`src/rtl/vc_pop_arbiter.sv`:
```
// vc_pop_arbiter: round-robin/burst popper of two VC FIFOs into one egress FIFO; VC_ARB_STRICT_PRIO_EN selects VC0 strict priority
module vc_pop_arbiter #(
  parameter int DATA_WIDTH = 4,
  parameter int BURST = 1
) (
  input  logic                  clk,
  input  logic                  reset,
  input  logic [DATA_WIDTH-1:0] vc0_q,
  input  logic                  vc0_empty,
  input  logic [DATA_WIDTH-1:0] vc1_q,
  input  logic                  vc1_empty,
  input  logic                  out_full,
  input  logic                  out_almost_full,
  output logic                  vc0_pop,
  output logic                  vc1_pop,
  output logic                  push_out,
  output logic [DATA_WIDTH-1:0] data_out,
  output logic                  last_vc,
  output logic                  error
);
  logic       both, en, gnt, pop_any;
  logic       rr_q, rr_d, pop_q, pop_d, sel_q, sel_d, last_q, last_d, err_q, err_d;
  logic [3:0] cnt_q, cnt_d;
  always_comb begin
    both    = ~vc0_empty & ~vc1_empty;
    en      = reset & ~out_almost_full & ~out_full;
`ifdef VC_ARB_STRICT_PRIO_EN
    gnt     = vc0_empty;
`else
    gnt     = both ? rr_q : ~vc1_empty;
`endif
    pop_any = en & ~(vc0_empty & vc1_empty);
    rr_d    = rr_q;
    cnt_d   = cnt_q;
`ifdef VC_ARB_STRICT_PRIO_EN
    rr_d    = 1'b0;
    cnt_d   = '0;
`else
    if (pop_any && (!both || cnt_q + 4'd1 == 4'(BURST))) begin
      rr_d  = ~gnt;
      cnt_d = '0;
    end else if (pop_any) cnt_d = cnt_q + 4'd1;
`endif
    pop_d   = pop_any;
    sel_d   = gnt;
    last_d  = pop_q ? sel_q : last_q;
    err_d   = err_q | (pop_q & out_full);
  end
  always_ff @(posedge clk or negedge reset) begin
    if (!reset) begin
      rr_q   <= 1'b0;
      cnt_q  <= '0;
      pop_q  <= 1'b0;
      sel_q  <= 1'b0;
      last_q <= 1'b0;
      err_q  <= 1'b0;
    end else begin
      rr_q   <= rr_d;
      cnt_q  <= cnt_d;
      pop_q  <= pop_d;
      sel_q  <= sel_d;
      last_q <= last_d;
      err_q  <= err_d;
    end
  end
  // The word on data_out is tagged with its VC in the same cycle; the tag holds while idle.
  assign vc0_pop  = pop_any & ~gnt;
  assign vc1_pop  = pop_any & gnt;
  assign push_out = pop_q;
  assign data_out = pop_q ? (sel_q ? vc1_q : vc0_q) : '0;
  assign last_vc  = pop_q ? sel_q : last_q;
  assign error    = err_q;
endmodule

```
`config.mk`:
```
export PLATFORM = sky130hd
export DESIGN_NAME = vc_pop_arbiter
export DESIGN_NICKNAME = d
export VERILOG_FILES = /design/src/rtl/vc_pop_arbiter.sv
export SDC_FILE = /design/constraint.sdc
export NUM_CORES = 1
export LEC_CHECK = 0
export ABC_AREA = 1
export BUFFER_PORTS_ARGS = -buffer_cell sky130_fd_sc_hd__buf_2
export CORE_AREA = 2 2 39 41
export DETAILED_ROUTE_END_ITERATION = 16
export DIE_AREA = 0 0 41 43
export PLACE_DENSITY = 0.76
export SLEW_MARGIN = 25
export SYNTH_ARGS = -nofsm -noshare
export SYNTH_HDL_FRONTEND = slang
export SYNTH_SLANG_ARGS = --single-unit
```
`constraint.sdc`:
```
create_clock -name clk -period 1.7 [get_ports clk]
set_input_delay 0.255 -clock clk [delete_from_list [all_inputs] [get_ports clk]]
set_output_delay 0.255 -clock clk [all_outputs]
set_load 0.02 [all_outputs]
```
==> out/results.ini <==
[status]
outcome=completed

[synthesis]
synth-seq-area-share=0.4036
synth-adder-area-share=0.04484
combinational_family_with_the_most_area_after_synthesis=simple AND/OR/NAND/NOR gates
synthDistinctLibCells=18
muxShareOfSynthArea=0
synthesis.area_um2=558.0
synth_area_per_cell_um2=7.750
ys_warn_count=0
synthDominantCellAreaShare=0.4036
synth-xor-area-share=0
synth.ff_latch_count=9
syn-instance-count=72
ys_top_cells_by_area=dfrtp_1, nand2_1, inv_1
syn_nets=88
synth_largest_area_cell=dfrtp_1
compound_gate_fraction_of_synth_area=0.09417
post_synth_and_or_nand_nor_area_fraction=0.3632

[detailed_routing]
drt_iter0_drc=4
met3_wirelength_um=109
finalWirelength_um=1149
route.detailed.drc=0
top_layer=met4
vias_per_cell=4.741
wl_met1_um=458
routed_wire_length_per_instance_um=9.905
route.met2.wl_um=550
first_pass_iters=4
vias=550
ant_nets=0

[final_layout]
diodes=0
finalNetCount=117
final_cell_area_um2=732.0
final_cell_mix=buf_2, nand2_1, inv_1, nor2_1, dfrtp_1
layout_commonest_cell=buf_2
post_route_cells_drive_above_1_share=0.4000
flow.area_growth_from_synthesis_pct=31.17

[clocking]
worst_setup_hold_path_clk_slew_ns=0.06
cts_tree=built
cts.path.max_buffers=2
clk_root_buffer_cell=clkbuf_4
number_of_gates_given_a_new_drive_strength_after_cts=0
tritoncts_num_sinks=9
number_of_buffers_inserted_during_clock_tree_synthesis=3
clk-insertion-delay-late_ns=0.27
htree_levels=1

[sta]
setup_total_negative_slack_ns=0
timing.final.crit_share=0.8599
min_period_ns=1.462
setup_ws_ns=0.2382
max_freq_mhz=684.1
finalSetupViolCount=0
skew_ns=0.001218
worst_hold_slack_ns=0.2403
maxSlewHeadroom=0.8402
max_slew.worst_pin.slew_ns=0.2394
final_max_slew_viol_count=0
unrepaired_setup_endpoints_after_global_routing=no
timing.final.hold_violations=0

[pwr]
power.ir.vdd_worst_mv=0.4711
power.total_uw=541.7
power.density_nw_per_um2=740.1
p_leak_nw=0.4167

[place]
post_detailed_placement_cell_area_um2=695.7
preCtsSetupSlack_ns=0.3932
finalWeightedCongestion=0.8007
place.detailed.hpwl_um=956.5
port-buffer-count=22

[hold_path]
worst_hold_startpoint=out_full
hold_path_class=input port to flip-flop

[floorplan]
die-area_um2=1763
die_h_um=43
placeableCoreArea_um2=1384
rows=14
top_level_ports=23
fp.dieW_um=41
initial_standard_cell_utilization_of_the_core=0.4033

[global_routing]
number_of_antenna_violations_at_the_first_check_in_global_routing=0
grt_max_degree=10
number_of_global_route_vias_before_repair=522
grt_overflow=0
groute.usage.overall=0.1651
global_route_wire_length_before_repair_um=1980

[setup_path]
crit_path_start=rr_q$_DFFE_PN0P_
cp_data_arrival_time_ns=1.21
rr_startpoint=cnt_q[0]$_DFFE_PN0P_
critical_path_peak_fanout=3
timing.critical_path.required_ns=1.44
worstSetupPathType=flip-flop to output pin
critical_path.endpoint_type=output pin
critical_path.startpoint_type=flip-flop

[flow_run]
max_cap_viol_count=0

[state kept, by name, summed over array words and instances, names as in the netlist]
name	count
rr_q	1
last_q	1
push_out	1
error	1
cnt_q	4
sel_q	1
[critical path: stages, from the launching register on]
cell and delay [ns]:
dfrtp_1 0.38, o21ai_1 0.19, inv_1 0.11, nor2_1 0.10
buf_2 0.16
[layout make-up]
cell class | count | area [µm²]
tap | 16 | 20.02
multi-input combinational | 49 | 280.3
clock buffer | 4 | 26.28
timing repair buffer | 24 | 127.6
inverter | 14 | 52.55
fill | 137 | 651.9
sequential | 9 | 225.2
[repair_timing]
action,CTS,global route
hold buffers,1,0
setup buffers,0,0
hold endpoints to repair,9,0
[path summary, 6_finish.rpt]
check,slack [ns],cells after the start,endpoint
setup reg to reg,0.39,10,rr_q$_DFFE_PN0P_
hold / removal,0.24,2,push_out$_DFF_PN0_
min in group asynchronous,0.43,3,cnt_q[1]$_DFFE_PN0P_
setup / recovery,0.24,4,vc0_pop
max in group asynchronous,1.13,3,last_q$_DFF_PN0_
hold reg to reg,0.48,1,error$_DFF_PN0_
[cell usage after synthesis]
library cell   n
o21ai_2        1
nand3_1        3
inv_2          4
nor2_2         2
ha_1           2
nand2_4        1
inv_1         10
nand2_1       12
dfrtp_1        9
nor2_8         1
o22ai_1        1
o21ai_0        5
nand2_2        4
o21bai_1       1
nor2_1        10
o21ai_1        1
nor2_4         1
nand4_1        4
[power by group]
part / switching [mW] / leakage [nW] / internal (mW) / total, mW
Combinational: 0.0766 / 0.286 / 0.0478 / 0.124
Sequential: 0.0140 / 0.116 / 0.234 / 0.248
Clock: 0.0783 / 0.0150 / 0.0907 / 0.169
Total: 0.169 / 0.417 / 0.373 / 0.542
[cells by family after synthesis]
| family | count (synthesis) |
|---|---|
| buffers and inverters | 14 |
| flip-flops | 9 |
| AO/OA/AOI/OAI | 9 |
| AND/OR/NAND/NOR | 38 |
| adder cells (fa/ha/maj) | 2 |
[per-layer routing]
| metal | vias up | GRT usage |
|---|---|---|
| met5 | - | 0 |
| met1 | 239 | 0.1892 |
| met4 | 0 | 0.1000 |
| li1 | 285 | - |
| met2 | 23 | 0.2656 |
| met3 | 3 | 0.03141 |
[metrics by stage]
stage               utilization  cells
floorplan                     -     72
global placement         0.5027    111
detailed placement       0.5027    111
CTS                      0.5289    116
global route             0.5289    116
finish                   0.5289    116
No activity file was read; power rests on OpenSTA's default activity.
